==> config.mk <==
export PLATFORM = sky130hd
export DESIGN_NAME = tmds_channel_receiver
export DESIGN_NICKNAME = d
export VERILOG_FILES = /design/src/rtl/tmds_channel_receiver_pkg.sv /design/src/rtl/tmds_channel_receiver_aligner.sv /design/src/rtl/tmds_channel_receiver.sv
export SDC_FILE = /design/constraint.sdc
export NUM_CORES = 1
export LEC_CHECK = 0
export ABC_AREA = 0
export CAP_MARGIN = 40
export CORE_MARGIN = 4
export CORE_UTILIZATION = 45
export DETAILED_ROUTE_END_ITERATION = 8
export MAX_ROUTING_LAYER = met4
export PLACE_DENSITY_LB_ADDON = 0.08
export RECOVER_POWER = 50
export SYNTH_ARGS = -nofsm -noshare
export SYNTH_HDL_FRONTEND = slang
export SYNTH_SLANG_ARGS = --single-unit
==> constraint.sdc <==
create_clock -name i_clk -period 1.9 [get_ports i_clk]
set_input_delay 0.475 -clock i_clk [delete_from_list [all_inputs] [get_ports i_clk]]
set_output_delay 0.475 -clock i_clk [all_outputs]
set_load 0.05 [all_outputs]
==> src/rtl/tmds_channel_receiver_pkg.sv <==
// rtl/tmds_channel_receiver_pkg.sv - shared TMDS token constants, alignment FSM states and decode helpers
//
// Purpose: definitions shared by the word aligner and the channel receiver top.
//   TOKEN_xx       10-bit control tokens (bit 9..0), common with the DVI encoder side
//   align_state_t  aligner FSM states (SEARCH=0, LOCKED=1)
//   match_token()  recognises a control token and returns its 2-bit control value
//   tmds_decode()  inverts the TMDS 8b/10b data transform
package tmds_channel_receiver_pkg;

  localparam logic [9:0] TOKEN_00 = 10'b1101010100;
  localparam logic [9:0] TOKEN_01 = 10'b0010101011;
  localparam logic [9:0] TOKEN_10 = 10'b0101010100;
  localparam logic [9:0] TOKEN_11 = 10'b1010101011;

  typedef enum logic {
    ST_SEARCH = 1'b0,
    ST_LOCKED = 1'b1
  } align_state_t;

  typedef struct packed {
    logic       hit;
    logic [1:0] ctrl;
  } token_match_t;

  function automatic token_match_t match_token(input logic [9:0] word);
    token_match_t m;
    m = '0;
    case (word)
      TOKEN_00: m = '{hit: 1'b1, ctrl: 2'b00};
      TOKEN_01: m = '{hit: 1'b1, ctrl: 2'b01};
      TOKEN_10: m = '{hit: 1'b1, ctrl: 2'b10};
      TOKEN_11: m = '{hit: 1'b1, ctrl: 2'b11};
      default:  m = '0;
    endcase
    return m;
  endfunction

  // q[9] marks an inverted payload, q[8] selects XOR (1) or XNOR (0) chaining.
  function automatic logic [7:0] tmds_decode(input logic [9:0] q);
    logic [7:0] d;
    logic [7:0] out;
    d      = q[9] ? ~q[7:0] : q[7:0];
    out    = '0;
    out[0] = d[0];
    for (int i = 1; i < 8; i++) begin
      out[i] = q[8] ? (d[i] ^ d[i-1]) : ~(d[i] ^ d[i-1]);
    end
    return out;
  endfunction

endpackage

==> src/rtl/tmds_channel_receiver_aligner.sv <==
// rtl/tmds_channel_receiver_aligner.sv - bit-phase search and symbol alignment for one TMDS channel
//
// Purpose: selects the 10-bit symbol boundary out of two consecutive deserializer words and
//   tracks lock from runs of control tokens.
// Ports:
//   i_clk      pixel clock
//   i_rst_n    synchronous active-low reset
//   i_raw      deserialized word, bit 0 earliest
//   o_aligned  registered aligned symbol (one clock after the word holding its first bit)
//   o_locked   registered lock flag
//   o_offset   current bit offset 0..9
module tmds_channel_receiver_aligner #(
  parameter int LOCK_COUNT   = 8,
  parameter int DWELL_CYCLES = 2048
) (
  input  logic       i_clk,
  input  logic       i_rst_n,
  input  logic [9:0] i_raw,
  output logic [9:0] o_aligned,
  output logic       o_locked,
  output logic [3:0] o_offset
);
  import tmds_channel_receiver_pkg::*;

  localparam int TIMER_W = $clog2(DWELL_CYCLES);
  localparam int RUN_W   = $clog2(LOCK_COUNT + 1);
  localparam logic [TIMER_W-1:0] TIMER_LAST = TIMER_W'(DWELL_CYCLES - 1);
  localparam logic [RUN_W-1:0]   RUN_LOCK   = RUN_W'(LOCK_COUNT);

  logic [9:0]         raw_q;
  logic [18:0]        window;
  logic [9:0]         aligned;
  align_state_t       state;
  logic [RUN_W-1:0]   run;
  // Dwell counter in SEARCH, no-token watchdog in LOCKED.
  logic [TIMER_W-1:0] timer;
  logic               hit;

  // Offset 9 reaches bit 18 at most, so the newest word's top bit never enters the window.
  assign window = {i_raw[8:0], raw_q};
  assign hit    = match_token(o_aligned).hit;

  always_comb begin
    aligned = raw_q;
    case (o_offset)
      4'd1:    aligned = window[10:1];
      4'd2:    aligned = window[11:2];
      4'd3:    aligned = window[12:3];
      4'd4:    aligned = window[13:4];
      4'd5:    aligned = window[14:5];
      4'd6:    aligned = window[15:6];
      4'd7:    aligned = window[16:7];
      4'd8:    aligned = window[17:8];
      4'd9:    aligned = window[18:9];
      default: aligned = raw_q;
    endcase
  end

  // Terminal counts are tested before incrementing, so run and timer stop at their
  // terminal values instead of wrapping.
  always_ff @(posedge i_clk) begin
    if (!i_rst_n) begin
      raw_q     <= '0;
      o_aligned <= '0;
      state     <= ST_SEARCH;
      run       <= '0;
      timer     <= '0;
      o_locked  <= 1'b0;
      o_offset  <= '0;
    end else begin
      raw_q     <= i_raw;
      o_aligned <= aligned;
      case (state)
        ST_SEARCH: begin
          if (run == RUN_LOCK) begin
            // Checked ahead of dwell expiry so a simultaneous expiry keeps the offset.
            state    <= ST_LOCKED;
            o_locked <= 1'b1;
            run      <= '0;
            timer    <= '0;
          end else if (timer == TIMER_LAST) begin
            o_offset <= (o_offset == 4'd9) ? 4'd0 : o_offset + 4'd1;
            run      <= '0;
            timer    <= '0;
          end else begin
            run   <= hit ? run + 1'b1 : '0;
            timer <= timer + 1'b1;
          end
        end
        ST_LOCKED: begin
          if (timer == TIMER_LAST) begin
            state    <= ST_SEARCH;
            o_locked <= 1'b0;
            run      <= '0;
            timer    <= '0;
          end else begin
            timer <= hit ? '0 : timer + 1'b1;
          end
        end
        default: begin
          state    <= ST_SEARCH;
          o_locked <= 1'b0;
          run      <= '0;
          timer    <= '0;
        end
      endcase
    end
  end

endmodule

==> src/rtl/tmds_channel_receiver.sv <==
// rtl/tmds_channel_receiver.sv - one TMDS receive channel: alignment, token match and data decode
//
// Purpose: turns arbitrary-phase 10-bit deserializer words into DE / 8-bit data / 2-bit control.
//   Input word sampled at edge n reaches the outputs after edge n+2.
// Ports:
//   i_clk     pixel clock
//   i_rst_n   synchronous active-low reset
//   i_raw     deserialized word, bit 0 earliest, unknown bit phase
//   o_de      1 = o_data carries a data symbol
//   o_data    decoded pixel byte
//   o_ctrl    control bits of the last token, held through data
//   o_locked  symbol alignment achieved
//   o_offset  current bit offset (debug)
module tmds_channel_receiver #(
  parameter int LOCK_COUNT   = 8,
  parameter int DWELL_CYCLES = 2048
) (
  input  logic       i_clk,
  input  logic       i_rst_n,
  input  logic [9:0] i_raw,
  output logic       o_de,
  output logic [7:0] o_data,
  output logic [1:0] o_ctrl,
  output logic       o_locked,
  output logic [3:0] o_offset
);
  import tmds_channel_receiver_pkg::*;

  logic [9:0]   aligned;
  token_match_t tok;

  tmds_channel_receiver_aligner #(
    .LOCK_COUNT  (LOCK_COUNT),
    .DWELL_CYCLES(DWELL_CYCLES)
  ) u_aligner (
    .i_clk    (i_clk),
    .i_rst_n  (i_rst_n),
    .i_raw    (i_raw),
    .o_aligned(aligned),
    .o_locked (o_locked),
    .o_offset (o_offset)
  );

  assign tok = match_token(aligned);

  // Gated by the registered lock flag, so the first word after lock follows o_locked.
  // While unlocked the outputs are held at zero, which also resets the held o_ctrl.
  always_ff @(posedge i_clk) begin
    if (!i_rst_n || !o_locked) begin
      o_de   <= 1'b0;
      o_data <= '0;
      o_ctrl <= '0;
    end else if (tok.hit) begin
      o_de   <= 1'b0;
      o_data <= '0;
      o_ctrl <= tok.ctrl;
    end else begin
      o_de   <= 1'b1;
      o_data <= tmds_decode(aligned);
    end
  end

endmodule

---- Word-level counts from Yosys, hierarchy flattened ----
Index checks and enable logic that the tools add are counted.
storage, ports and cells
  register bits after elaboration ......... 52
  latch bits .............................. 0
  RAM bits ................................ 0
  memory bits (read-only) ................. 0
  input port bits ......................... 12
  output and inout port bits .............. 16
  logic and storage cells ................. 81
  memories ................................ 0
operators by class
  add/subtract/negate cells ............... 3
  multipliers ............................. 0
  divide/modulo/power cells ............... 0
  order comparisons ....................... 0
  equal/unequal tests ..................... 17
  shift operators ......................... 0
  multiplexer cells ....................... 28
  bitwise gates (word level) .............. 17
  reduce and logical (&&, ||, !) cells .... 6
operators with widths
  operator               count
  $pmux 10 s9            1
  $mux 11                4
  $pmux 11 s2            1
  $eq 10x10->1 const B   2
  $mux 4                 5
  $eq 4x3->1 const B     4
  $eq 4x4->1 const B     3
  $mux 1                 12
  $pmux 3 s4             1
  $add 11x1->11 const B  1
  $eq 11x11->1 const B   1
  $eq 10x8->1 const B    1
  $eq 10x9->1 const B    1
  $not 1->1              9
  $add 4x1->4 const B    2
  $eq 4x2->1 const B     2
  $mux 8                 1
  $not 8->8              1
  $pmux 4 s2             1
  $xor 1x1->1            7
  $eq 4x1->1 const B     1
  $pmux 1 s2             2
  $reduce_and 3->1       1
  $logic_not 1->1        2
  other kinds (5)        5

---- Longest topological paths before layout ----
Gate-level depths: netlist of the first run.
  depth after elaboration ................. 6
  depth in mapped cells ................... 7
  depth with buffers taken out ............ 7

---- Cells and area by module ----
From an unflattened synthesis of the first run, not the netlist that was laid out.
unflattened totals
  cells, all modules ...................... 334
  area total of the unflattened synthesis .. 3078.0 sq um
modules (own cells, without submodules)
  module                         times used  cells an instance  area an instance (sq um)  seq. area each (sq um)
  tmds_channel_receiver_aligner  1           283                2539.9                    820.8
  tmds_channel_receiver          1           51                 538.0                     220.2

---- Worst setup path before layout of the first run ----
OpenSTA, ideal clock, no wires.
  kind .................................... reg2reg
  from .................................... register u_aligner.o_offset[2]
  to ...................................... register u_aligner.o_aligned[1]
  setup time .............................. 0.115 ns
  data arrival time ....................... 1.817 ns
  required time ........................... 1.785 ns
  slack ................................... -0.032 ns
  cell stages (with the launch flop) ...... 8
  buffers on the path ..................... 2
  period minus slack after synthesis ...... 1.932 ns
  cells stage by stage .................... dfxtp_1 buf_2 buf_2 nand3b_1 o21ai_0 a222oi_1 nor2_1 o21a_1
on the way
  longest elaborated chain between the ends .. 2
  elaborated cells between the ends (all ways) .. 10
  those cells by class .................... 9 x eq/ne; 1 x mux
ends and longest elaborated chain
  what                                line                                 RTL
  from (decl)                         tmds_channel_receiver_aligner.sv:21  output logic [3:0] o_offset
  from (signal assigned)              tmds_channel_receiver_aligner.sv:82  o_offset <= (o_offset == 4'd9) ? 4'd0 : o_offset + 4'd1;
  $eq 4x4->1 (tied with other cells)  tmds_channel_receiver_aligner.sv:45  case (o_offset)
  $pmux 10 s9 *                       tmds_channel_receiver_aligner.sv:45
  to (signal assigned)                tmds_channel_receiver_aligner.sv:72  o_aligned <= aligned;
  to (decl)                           tmds_channel_receiver_aligner.sv:19  output logic [9:0] o_aligned,
Every way passes the cells marked *; elsewhere a longest branch is shown, timed or not.
A chain may end at the register's enable or synchronous reset.

---- Final worst setup path of the first run ----
  from .................................... register u_aligner.o_offset[0]
  to ...................................... output o_offset[0]
RTL lines
  what       line                         RTL
  to (decl)  tmds_channel_receiver.sv:25  output logic [3:0] o_offset
No word-level cell between the ends.

==> results of run 1 <==
[cells in the mapped netlist, types with 4 or more instances]
cell,count,area share
a21boi_0,5,0.012
a21oi_1,16,0.026
and2_1,18,0.037
and3_1,4,0.0081
buf_2,10,0.016
clkbuf_1,10,0.012
dfxtp_1,52,0.34
inv_1,13,0.016
mux2_2,4,0.015
mux2i_1,18,0.059
nand2_1,25,0.031
nand3_1,19,0.031
nand3b_1,8,0.020
nand4_1,6,0.012
nor2_1,27,0.033
nor2b_1,4,0.0081
nor3b_1,4,0.0098
o211ai_1,4,0.0098
o21a_1,7,0.017
o21ai_0,21,0.034
xnor2_1,17,0.048
xor2_1,6,0.017
[power by group through the flow]
| stage | Combinational [mW] | Sequential, mW | Clock (mW) |
|---|---|---|---|
| floorplan | 0.107 | 1.16 | 0 |
| global placement | 0.164 | 1.18 | 0 |
| detailed placement | 0.165 | 1.18 | 0 |
| CTS | 0.166 | 1.15 | 0.672 |
| global route | 0.181 | 1.15 | 0.709 |
| finish | 0.165 | 1.15 | 0.651 |
[critical path, delay by kind of cell, from the launching register on]
family,cells,cell delay [ns]
DFF,1,0.63
buffers and inverters,2,0.42
[worst paths after layout]
kind,cells past startpoint,to,startpoint,slack [ns]
setup / recovery,2,o_offset[0],u_aligner.o_offset[0],0.06
hold / removal,1,u_aligner.timer[0],u_aligner.timer[0],0.46
setup reg to reg,6,u_aligner.timer[10],u_aligner.timer[0],0.12
hold reg to reg,1,u_aligner.timer[0],u_aligner.timer[0],0.46
[metal layers]
layer | up-vias | wire [µm] | global-route usage
met5 | - | 0 | -
met4 | 0 | 149 | 0.0727
met3 | 16 | 512 | 0.0400
met2 | 105 | 3470 | 0.293
met1 | 1209 | 3610 | 0.262
li1 | 1338 | - | -
[timing repair]
| item | in CTS | in global routing |
|---|---|---|
| gates resized for setup | 0 | 4 |
| setup endpoints to repair | 0 | 11 |
| buffers inserted | 0 | 0 |
[flip-flops by register name, summed over array words and instances, names as in the netlist, 2 cells and up]
name	count
o_ctrl	2
o_data	8
u_aligner.o_aligned	10
u_aligner.o_offset	4
u_aligner.raw_q	10
u_aligner.run	4
u_aligner.timer	11
[through the flow]
step                 util    TNS, ns  worst slack [ns]
floorplan               -  -0.000459         -0.000459
global placement    0.547     -0.132           -0.0714
detailed placement  0.547     -0.318            -0.105
CTS                 0.560          0           0.00803
global route        0.555     -0.156           -0.0405
finish              0.555          0            0.0575
[placed cells by master (no fill, tap or decap), drive strengths merged, types with 6 or more instances in the layout]
| cell | netlist | routed |
|---|---|---|
| inv | 13 | 14 |
| dfxtp | 52 | 52 |
| clkdlybuf4s50 | 0 | 10 |
| a21oi | 16 | 16 |
| nand4 | 6 | 6 |
| buf | 15 | 34 |
| o21a | 7 | 7 |
| and3 | 6 | 6 |
| nand3 | 19 | 19 |
| xnor2 | 17 | 17 |
| nand3b | 8 | 8 |
| o21ai | 21 | 21 |
| nor2 | 27 | 27 |
| and2 | 18 | 18 |
| mux2i | 18 | 18 |
| xor2 | 6 | 6 |
| clkbuf | 11 | 19 |
| nand2 | 25 | 25 |
[cells by family after synthesis]
logic type               Yosys count  share of synthesized area
AND/OR/NAND/NOR                  133                      0.253
AO/OA/AOI/OAI                     81                      0.183
flip-flops                        52                      0.338
buffers and inverters             40                     0.0602
multiplexers                      24                     0.0878
XOR/XNOR                          23                     0.0655
adder cells (fa/ha/maj)            3                     0.0122
[final cells by class]
| type | instances | area, µm² |
|---|---|---|
| sequential | 52 | 1050 |
| timing repair buffer | 58 | 464 |
| tap | 77 | 96.3 |
| clock inverter | 2 | 13.8 |
| fill | 648 | 2890 |
| multi-input combinational | 264 | 1860 |
| clock buffer | 6 | 72.6 |
| inverter | 13 | 48.8 |
==> impl_metrics.env, run 1 <==
export IMPL_async_reset_ff_frac=0
export IMPL_yosys_cell_types_count=61
export IMPL_fin_hold_ws_ns=0.459
export IMPL_numCtsBuffers=5
export IMPL_port_buffers=27
export IMPL_start_kind="flop"
export IMPL_crit_fanout=21
export IMPL_power_density_nw_per_um2=546
export IMPL_cts_htree_levels=2
export IMPL_fin_nets=409
export IMPL_cts_root_buf="clkbuf_8"
export IMPL_fmax_mhz=543
export IMPL_clock_skew_final_ns=0.00772
export IMPL_gr_usage_all_layers=0.196
export IMPL_period_minus_slack_ns=1.84
export IMPL_pwr_share_seq=0.585
export IMPL_synth_warnings=0
export IMPL_outcome="finished, final reports clean"
export IMPL_die_x_um=90.7
export IMPL_grt_pass1_wl_um=12900
export IMPL_slowest_delay_ns=0.63
export IMPL_core_um2=6490
export IMPL_wl_per_cell_um=16.4
export IMPL_postRouteAntennaNets=0
export IMPL_p_leak_nw=1.29
export IMPL_gp_congestion=0.959
export IMPL_internal_power_mw=1.47
export IMPL_setup_viol=0
export IMPL_placementRows=29
export IMPL_cp_end_kind="output pin"
export IMPL_ioPinCount=28
export IMPL_netlist_area_um2=3080
export IMPL_cts_tree="done"
export IMPL_power_mw=1.97
export IMPL_dp_cells=464
export IMPL_synth_edff_count=0
export IMPL_layoutNonFillerInstCount=472
export IMPL_ys_ff_latch=52
export IMPL_via_per_inst=5.65
export IMPL_combPwrFrac=0.084
export IMPL_slew_headroom=0.594
export IMPL_dr_total_vias=2668
export IMPL_cts_sinks=52
export IMPL_min_period_over_period=0.970
export IMPL_placed_area_um2=3550
export IMPL_dieHeight_um=90.7
export IMPL_grt_start_max_net_pins=29
export IMPL_clkTransAtPathRegs_ns=0.10
export IMPL_drv_slew=0
export IMPL_drtIter0Drc=179
export IMPL_peakVddDrop_uv=287
export IMPL_layout_drive_gt1_share=0.157
export IMPL_yosysSeqAreaShare=0.338
export IMPL_die_area_um2=8220
export IMPL_required_ns=1.42
export IMPL_p_switching_mw=0.497
export IMPL_grt_pass1_vias=2566
export IMPL_finalHoldViolCount=0
export IMPL_worst_pin_slew_ns=0.611
export IMPL_hold_buffers=0
export IMPL_grt_overflow=0
export IMPL_clkPwrFrac=0.331
export IMPL_synthFlopType="dfxtp_1"
export IMPL_drc_errors=0
export IMPL_initial_core_util=0.474
export IMPL_dr_pass1_iters=4
export IMPL_antenna_found_initial=0
export IMPL_syn_nets=371
export IMPL_arrival_ns=1.37
export IMPL_final_cell_area_um2=3600
export IMPL_antenna_diode_count=0
export IMPL_rsz0062_at_grt="true"
export IMPL_insertion_delay_ns=0.31
export IMPL_syn_to_final_growth_pct=17.1
export IMPL_crit_chain="buf_4 -> buf_12"
export IMPL_cts_buffer_depth=2
export IMPL_slowest_stage="dfxtp_2"
export IMPL_syn_area_per_cell_um2=8.64
export IMPL_hold_path_class="reg2reg"
export IMPL_setup_worst_path_class="reg2out"
export IMPL_cap_violations=0
export IMPL_p_sw_frac=0.253
export IMPL_syn_inst=356
export IMPL_routed_wl_um=7740
export IMPL_dpl_hpwl_um=5560
No activity file was read; power rests on OpenSTA's default activity.
==> run 2: changes to the inputs <==
--- a/config.mk
+++ b/config.mk
@@ -5,7 +5,7 @@
 export SDC_FILE = /design/constraint.sdc
 export NUM_CORES = 1
 export LEC_CHECK = 0
-export ABC_AREA = 0
+export ABC_AREA = 1
 export CAP_MARGIN = 40
 export CORE_MARGIN = 4
 export CORE_UTILIZATION = 45
@@ -13,6 +13,7 @@
 export MAX_ROUTING_LAYER = met4
 export PLACE_DENSITY_LB_ADDON = 0.08
 export RECOVER_POWER = 50
+export REMOVE_ABC_BUFFERS = 1
 export SYNTH_ARGS = -nofsm -noshare
 export SYNTH_HDL_FRONTEND = slang
 export SYNTH_SLANG_ARGS = --single-unit
==> run 2 against run 1 <==
  * Sequential power is essentially flat
  * Wire length is 6.7% lower
  * Area after synthesis is 0.16% higher
  * Register-to-register slack better by 0.14 ns
  * Synthesized cell count increased by 32%
  * Sequential cell count unchanged
  * Die area rose by 0.15%
  * Cell count rose by 21%
  * First-iteration DRC count grew 15%
  * Combinational power decreased by 25%
  * Sequential share of layout area is 1.7 points higher
  * Non-clock buffer count is 28 lower
==> impl_metrics.env, run 2 <==
export IMPL_cp_num_buf_inv=2
export IMPL_synth_top_area_frac=0.338
export IMPL_setup_worst_path_class="in2reg"
export IMPL_ioPinCount=28
export IMPL_via_per_inst=5.04
export IMPL_async_reset_ff_frac=0
export IMPL_synth_top_family_by_area="simple AND/OR/NAND/NOR gates"
export IMPL_regMostFlops="u_aligner.timer"
export IMPL_arrival_ns=1.99
export IMPL_die_area_um2=8240
export IMPL_fillers=679
export IMPL_syn_area_per_cell_um2=6.56
export IMPL_fmax_mhz=574
export IMPL_yosys_top_cells_area="dfxtp_1 (34%), nand2_1 (15%), nor2_1 (9.9%), inv_1 (5.7%), nand3_1 (4.7%)"
export IMPL_synth_fa_ha_area_frac=0.0122
export IMPL_cts_buffer_depth=2
export IMPL_finalHoldViolCount=0
export IMPL_hold_path_class="reg2reg"
export IMPL_layout_common_cells="nand2_1 (125), nor2_1 (82), dfxtp_1 (52)"
export IMPL_p_leak_nw=1.52
export IMPL_combPwrFrac=0.064
export IMPL_port_buffers=27
export IMPL_insertion_delay_ns=0.31
export IMPL_gr_usage_all_layers=0.188
export IMPL_crit_family="buffers and inverters"
export IMPL_tns_ns=0
export IMPL_initial_core_util=0.474
export IMPL_outcome="finished, final reports clean"
export IMPL_fin_nets=508
export IMPL_required_ns=2.15
export IMPL_mostFrequentLayoutCell="nand2_1"
export IMPL_post_cts_buffers=0
export IMPL_wl_per_cell_um=12.6
export IMPL_postRouteAntennaNets=0
export IMPL_synth_compound_area_share=0.0621
export IMPL_worst_pin_slew_ns=0.609
export IMPL_netlist_area_um2=3080
export IMPL_p_switching_mw=0.506
export IMPL_synthFlopType="dfxtp_1"
export IMPL_slew_headroom=0.596
export IMPL_slowest_stage="dlygate4sd3_1"
export IMPL_power_density_nw_per_um2=574
export IMPL_crit_chain="dlygate4sd3_1 -> clkbuf_1 -> o21ai_0 -> nor2_1"
export IMPL_yosys_area_share_xor_xnor=0.0512
export IMPL_die_x_um=90.8
export IMPL_cp_end_kind="flop"
export IMPL_synth_simple_area_share=0.433
export IMPL_antenna_diode_count=0
export IMPL_numCtsBuffers=5
export IMPL_core_um2=6490
export IMPL_peakVddDrop_uv=370
export IMPL_drv_slew=0
export IMPL_gp_congestion=0.879
export IMPL_hold_buffers=0
export IMPL_min_period_over_period=0.916
export IMPL_slowest_delay_ns=0.72
export IMPL_yosysSeqAreaShare=0.338
export IMPL_grt_pass1_vias=2624
export IMPL_setup_viol=0
export IMPL_antenna_found_initial=0
export IMPL_cts_tree="done"
export IMPL_cts_root_buf="clkbuf_8"
export IMPL_cts_resized=0
export IMPL_placementRows=29
export IMPL_ys_ff_latch=52
export IMPL_synth_warnings=0
export IMPL_internal_power_mw=1.44
export IMPL_synth_common_cells="nand2_1 (125), nor2_1 (81), dfxtp_1 (52)"
export IMPL_start_kind="input pin"
export IMPL_cts_sinks=52
export IMPL_syn_to_final_growth_pct=9.83
export IMPL_p_sw_frac=0.260
export IMPL_dieHeight_um=90.8
export IMPL_dr_total_vias=2875
export IMPL_syn_inst=470
export IMPL_layout_drive_gt1_share=0.115
export IMPL_cts_htree_levels=2
export IMPL_routed_wl_um=7220
export IMPL_drc_errors=0
export IMPL_rsz0062_at_grt="false"
export IMPL_synth_mux_area_frac=0
export IMPL_clock_skew_final_ns=0.00671
export IMPL_largest_reg_flops=11
export IMPL_largestRegisters="u_aligner.timer x11, u_aligner.o_aligned x10, u_aligner.raw_q x10"
export IMPL_grt_start_max_net_pins=21
export IMPL_period_minus_slack_ns=1.74
export IMPL_yosysTopAreaCell="dfxtp_1"
export IMPL_pwr_share_seq=0.591
export IMPL_grt_pass1_wl_um=12600
export IMPL_cap_violations=0
export IMPL_dpl_hpwl_um=5280
export IMPL_crit_fanout=11
export IMPL_clkTransAtPathRegs_ns=0.10
export IMPL_synth_edff_count=0
export IMPL_clkPwrFrac=0.346
export IMPL_synth_most_common_cell="nand2_1"
export IMPL_dr_pass1_iters=5
export IMPL_drtIter0Drc=205
export IMPL_fin_hold_ws_ns=0.465
export IMPL_grt_overflow=0
export IMPL_yosys_cell_types_count=28
run 2: cell types whose count changed in the layout (fill, tap and decap cells not counted), moves of 11 or more:
cell and delta:
and2_1 -16, buf_4 -25, inv_1 +35, inv_2 +11, mux2i_1 -18, nand2_1 +101
nand3_1 +11, nand4_1 +12, nor2_1 +55, xnor2_1 -13
run 2: layout make-up:
cell class	instances	area, µm²	share of cell area
Clock buffer	5	68.8	0.0203
Clock inverter	3	26.3	0.00776
Inverter	59	221	0.0654
Multi-Input combinational cell	345	1710	0.506
Sequential cell	52	1040	0.308
Tap cell	77	96.3	0.0285
Timing Repair Buffer	30	216	0.0640
run 2: worst register-to-register path: cells and delay by family, from the launching register on:
kind	cells	cell delay, ns
flip-flops	1	0.56
AND/OR/NAND/NOR	5	0.60
buffers and inverters	2	0.39
run 2: metal layers:
layer,share of wire,GRT usage
met1,0.47,0.258
met2,0.44,0.290
met3,0.076,0.0317
met4,0.012,0.0459
met5,0,-
run 2: per-stage QoR:
| stage | util | power (mW) | cell area [µm²] | std cells | worst slack, ns |
|---|---|---|---|---|---|
| floorplan | - | 1.23 | 2980 | 456 | 0.224 |
| global placement | 0.515 | 1.30 | 3350 | 563 | 0.119 |
| detailed placement | 0.515 | 1.30 | 3350 | 563 | 0.123 |
| CTS | 0.530 | 1.97 | 3440 | 571 | 0.273 |
| global route | 0.521 | 2.04 | 3380 | 571 | 0.0841 |
| finish | 0.521 | 1.94 | 3380 | 571 | 0.159 |
run 2: cell families (layout without fill, tap and decap cells):
| kind of cell | count (synthesis) | after routing |
|---|---|---|
| AND/OR/NAND/NOR | 288 | 288 |
| buffers and inverters | 73 | 97 |
| flip-flops | 52 | 52 |
| AO/OA/AOI/OAI | 36 | 36 |
| XOR/XNOR | 18 | 18 |
| adder cells (fa/ha/maj) | 3 | 3 |
run 2: power groups by stage:
stage	Sequential (mW)	Combinational (mW)	Clock, mW
final	1.15	0.124	0.671
after floorplan	1.16	0.0666	0
after global routing	1.15	0.140	0.752
after global placement	1.17	0.124	0
after detailed placement	1.17	0.126	0
after CTS	1.15	0.126	0.692
run 2: worst paths after layout:
check | startpoint | endpoint | slack [ns] | depth (start not counted)
min reg2reg | o_ctrl[1] | o_ctrl[1] | 0.47 | 2
min | o_ctrl[1] | o_ctrl[1] | 0.47 | 2
max | i_rst_n | u_aligner.o_aligned[9] | 0.16 | 4
max reg2reg | u_aligner.o_offset[2] | u_aligner.o_aligned[6] | 0.26 | 7
